**src/rtl/config_shift_chain.sv**
```systemverilog
// Double-buffered serial configuration chain: bits shift into a shadow chain
// under valid/ready, then commit atomically to the per-tile active outputs.
module config_shift_chain #(
    parameter int WIDTH = 16,
    parameter int TILES = 4,
    localparam int N    = WIDTH * TILES,
    localparam int CW   = $clog2(N + 1)
) (
    input  logic          clk,
    input  logic          reset,
    input  logic          start,
    input  logic          abort,
    input  logic          cfg_valid,
    input  logic          cfg_bit,
    output logic          cfg_ready,
    output logic          scan_out,
    output logic [N-1:0]  cfg_out,
    output logic          busy,
    output logic          done,
    output logic [CW-1:0] bit_count
);

    localparam logic [1:0] S_IDLE   = 2'd0;
    localparam logic [1:0] S_SHIFT  = 2'd1;
    localparam logic [1:0] S_COMMIT = 2'd2;

    logic [1:0]    state_q, state_d;
    logic [N-1:0]  shadow_q, shadow_d;
    logic [CW-1:0] cnt_q, cnt_d;
    logic          done_q, done_d;
    logic          accept;
    logic [TILES-1:0][WIDTH-1:0] cfg_q;

    // Abort wins over a same-cycle accept, so the bit is never taken.
    assign accept = (state_q == S_SHIFT) && cfg_valid && !abort;

    always_comb begin
        state_d  = state_q;
        shadow_d = shadow_q;
        cnt_d    = cnt_q;
        done_d   = 1'b0;
        case (state_q)
            S_IDLE: begin
                if (start) begin
                    state_d = S_SHIFT;
                    cnt_d   = '0;
                end
            end
            S_SHIFT: begin
                if (abort) begin
                    state_d = S_IDLE;
                    cnt_d   = '0;
                end else if (accept) begin
                    shadow_d = {cfg_bit, shadow_q[N-1:1]};
                    cnt_d    = cnt_q + CW'(1);
                    if (cnt_q == CW'(N - 1)) state_d = S_COMMIT;
                end
            end
            S_COMMIT: begin
                state_d = S_IDLE;
                cnt_d   = '0;
                done_d  = 1'b1;
            end
            default: state_d = S_IDLE;
        endcase
    end

    always_ff @(posedge clk) begin
        if (reset) begin
            state_q  <= S_IDLE;
            shadow_q <= '0;
            cnt_q    <= '0;
            done_q   <= 1'b0;
        end else begin
            state_q  <= state_d;
            shadow_q <= shadow_d;
            cnt_q    <= cnt_d;
            done_q   <= done_d;
        end
    end

    // Active per-tile selects only move on the commit edge.
    for (genvar t = 0; t < TILES; t++) begin : g_tile
        always_ff @(posedge clk) begin
            if (reset)
                cfg_q[t] <= '0;
            else if (state_q == S_COMMIT)
                cfg_q[t] <= shadow_q[t*WIDTH +: WIDTH];
        end
    end

    assign cfg_out   = cfg_q;
    assign cfg_ready = (state_q == S_SHIFT);
    assign busy      = (state_q != S_IDLE);
    assign done      = done_q;
    assign scan_out  = shadow_q[0];
    assign bit_count = cnt_q;

endmodule

```
**config.mk**
```make
export PLATFORM = sky130hd
export DESIGN_NAME = config_shift_chain
export DESIGN_NICKNAME = d
export VERILOG_FILES = /design/src/rtl/config_shift_chain.sv
export SDC_FILE = /design/constraint.sdc
export NUM_CORES = 1
export LEC_CHECK = 0
export BUFFER_PORTS_ARGS = -buffer_cell sky130_fd_sc_hd__buf_2
export CORE_UTILIZATION = 50
export DETAILED_ROUTE_END_ITERATION = 7
export PLACE_DENSITY = 0.71
export SYNTH_ARGS = -nofsm -noshare
export SYNTH_HDL_FRONTEND = slang
export SYNTH_SLANG_ARGS = --single-unit
export TNS_END_PERCENT = 30
```
**constraint.sdc**
```tcl
create_clock -name clk -period 3 [get_ports clk]
set_input_delay 0.3 -clock clk [delete_from_list [all_inputs] [get_ports clk]]
set_output_delay 0.3 -clock clk [all_outputs]
set_load 0.03 [all_outputs]
```
==> summary.txt <==
Clocking
  • Clock sink total: 138
  • CTS tree: yes
  • Clock transition at the registers of the reported paths: 0.06 ns
  • Root buffer cell: clkbuf_8
  • TritonCTS buffer count: 17
  • Post-CTS Setup Inserts: 0
  • CTS Buffer Depth: 2
  • Worst skew pair latency: 0.51 ns
  • CTS H-tree depth: 4
  • Cts hold-fix bufs: 0
  • Post-CTS sizing: 0

Timing
  • RSZ-0062 raised after global routing: false
  • Final worst slack: 0.975 ns
  • Slew headroom: 51.9%
  • Fin Hold WS: 0.0550 ns
  • Final hold violations: 0
  • Share of the clock period used by the worst path: 67.5%
  • Achievable clock frequency: 0.494 GHz
  • Final Slew Violations: 0
  • Finish-stage setup viols: 0
  • Minimum clock period: 2.02 ns
  • TNS Setup: 0 ns
  • Worst Skew: 0.00912 ns
  • Worst Tran Pin Value: 0.722 ns

Die
  • I/O Pins: 81
  • Die footprint: 0.0101 mm2
  • Core Area: 0.00933 mm2
  • Die width: 101 um
  • Die Y: 101 um
  • Initial Util: 52.0%
  • Placement Rows: 35

Flow run
  • Max Cap Viol: 0

Setup path
  • CP Launch Type: flop
  • End of the worst register-to-register path: bit_count[3]
  • CP Data Arrival Time: 2.46 ns
  • R2R cell count: 5
  • Setup crit end kind: flop
  • R2R Path Start: state_q[0]
  • Crit Path Max Fanout: 69
  • Critical Path RT: 3.43 ns
  • R2R setup slack: 0.98 ns
  • Critical path type: reg -> reg

Final layout
  • # fillers: 803
  • Final instance area: 0.00589 mm2
  • Proportion of layout cells with a drive suffix above 1: 18.0%
  • Commonest non-fill, non-tap cell in the layout: nand2_1
  • Most frequent cells in the layout: nand2_1, dfxtp_1, a21oi_1, buf_2, clkbuf_16
  • Diodes inserted: 0
  • Register Area: 0.00276 mm2
  • Final Util: 63.1%
  • Area Growth Syn to Fin: 21.3%
  • Final nets: 681
  • Layout Cells excl Fill: 816
  • Area of the multi-input gates: 0.00192 mm2

Route
  • Routed Antenna Nets: 0
  • DRT iter0 DRCs: 190
  • DR DRC count: 0
  • Drt via density: 5.07
  • First-pass detailed-route iteration total: 4
  • WL/cell: 12.1 um
  • Via Count: 4137
  • Routed wire length: 9860 um

Synth
  • Syn avg cell area: 7.90 um2
  • Synth warn: 0
  • Synth Cell Area: 0.00485 mm2
  • Post-synthesis sequential area ratio: 56.9%
  • Unique masters post-synth: 29
  • Syn_nets: 621
  • Post-Synthesis Cells: 614
  • FF+latch count, synth: 138

Place
  • Routability cong.: 0.783
  • Setup slack after placement: 0.978 ns
  • Placed cell count: 784
  • IO Port Bufs: 80
  • Detailed placement HPWL: 5900 um
  • Area after DPL: 0.00533 mm2

Pwr
  • Lkg Pwr: 2.19 nW
  • Cell Pwr Density: 654 mW/mm2
  • Final total power: 3.85 mW
  • IR Drop Worst-Case VDD: 384 uV

Worst hold path
  • WHS Endpoint: shadow_q[63]
  • Min-Delay Path Class: in -> reg
  • Hold depth: 3
  • Hold Crit Start: cfg_bit

Global route
  • GRT overflow: 0
  • Pin count of the biggest net entering global routing: 73
  • First-pass GRT wire length: 16600 um
  • Total GRT Usage: 20.9%
  • Vias in the first global route: 3793
  • Initial antenna violation count: 0

Outcome
  • Status: finished clean
cell families (layout without fill, tap and decap cells):
logic type,Yosys count,count (layout),share of synthesized area [%]
buffers and inverters,46,119,4.15
AND/OR/NAND/NOR,286,286,23.6
flip-flops,138,138,56.9
AO/OA/AOI/OAI,143,143,15.1
adder cells (fa/ha/maj),1,1,0.258
power by group:
part | internal, mW | switching [mW] | leakage, nW | total [mW]
Combinational | 0.0165 | 0.0577 | 0.812 | 0.0741
Clock | 1.13 | 0.803 | 0.265 | 1.94
Sequential | 1.83 | 0.00339 | 1.11 | 1.84
Total | 2.99 | 0.864 | 2.19 | 3.85
sequential cells by signal (all words and copies together) (netlist names):
signal	count
bit_count	7
shadow_q	64
done	1
state_q	2
cfg_out	64
synthesized netlist by cell type:
library cell / number / area, um2
a211oi_1: 1 / 7.51
a21oi_1: 133 / 666
a22oi_1: 1 / 7.51
a2bb2oi_1: 1 / 8.76
a31oi_1: 2 / 12.5
and3_1: 2 / 12.5
buf_1: 9 / 33.8
buf_2: 11 / 55.1
buf_6: 2 / 22.5
clkbuf_1: 22 / 82.6
dfxtp_1: 138 / 2760
ha_1: 1 / 12.5
inv_1: 2 / 7.51
nand2_1: 258 / 968
nand2b_1: 2 / 12.5
nand3_1: 2 / 10.0
nand3b_1: 3 / 22.5
nand4b_1: 1 / 8.76
nand4bb_1: 1 / 11.3
nor2_1: 8 / 30.0
nor2_4: 1 / 11.3
nor2b_1: 2 / 12.5
nor4_1: 1 / 6.26
o21ai_0: 4 / 20.0
o311ai_0: 1 / 8.76
or2_2: 2 / 12.5
or3_1: 1 / 6.26
or3b_4: 1 / 11.3
or4b_1: 1 / 10.0
layout make-up:
| type | instances | share of cell area [%] |
|---|---|---|
| Sequential cell | 138 | 46.9 |
| Inverter | 2 | 0.127 |
| Clock buffer | 18 | 7.27 |
| Clock inverter | 14 | 2.29 |
| Multi-Input combinational cell | 430 | 32.5 |
| Timing Repair Buffer | 85 | 8.12 |
| Tap cell | 129 | 2.74 |
critical path: stages, from the launching register on:
cell,delay [ns]
dfxtp_1,0.52
or3b_4,0.46
nor2_4,0.08
buf_4,0.55
nand3b_1,0.16
a21oi_1,0.16
worst max-delay path by stage:
stage | from | endpoint | cells after the start
2_1_floorplan | bit_count[0] | bit_count[6] | 5
3_3_place_gp | state_q[0] | bit_count[1] | 5
3_5_place_dp | state_q[0] | bit_count[3] | 5
4_1_cts | state_q[0] | bit_count[3] | 5
5_1_grt | state_q[0] | bit_count[4] | 5
6_report | state_q[0] | bit_count[3] | 5
per-layer routing:
metal / wire [um] / track usage, % / part of all wire (%)
met1: 4470 / 24.5 / 45
met2: 4770 / 36.4 / 48
met3: 500 / 5.89 / 5.1
met4: 113 / 7.69 / 1.1
met5: 0 / 0 / 0
Note: power is estimated with default switching activity, not from simulation.
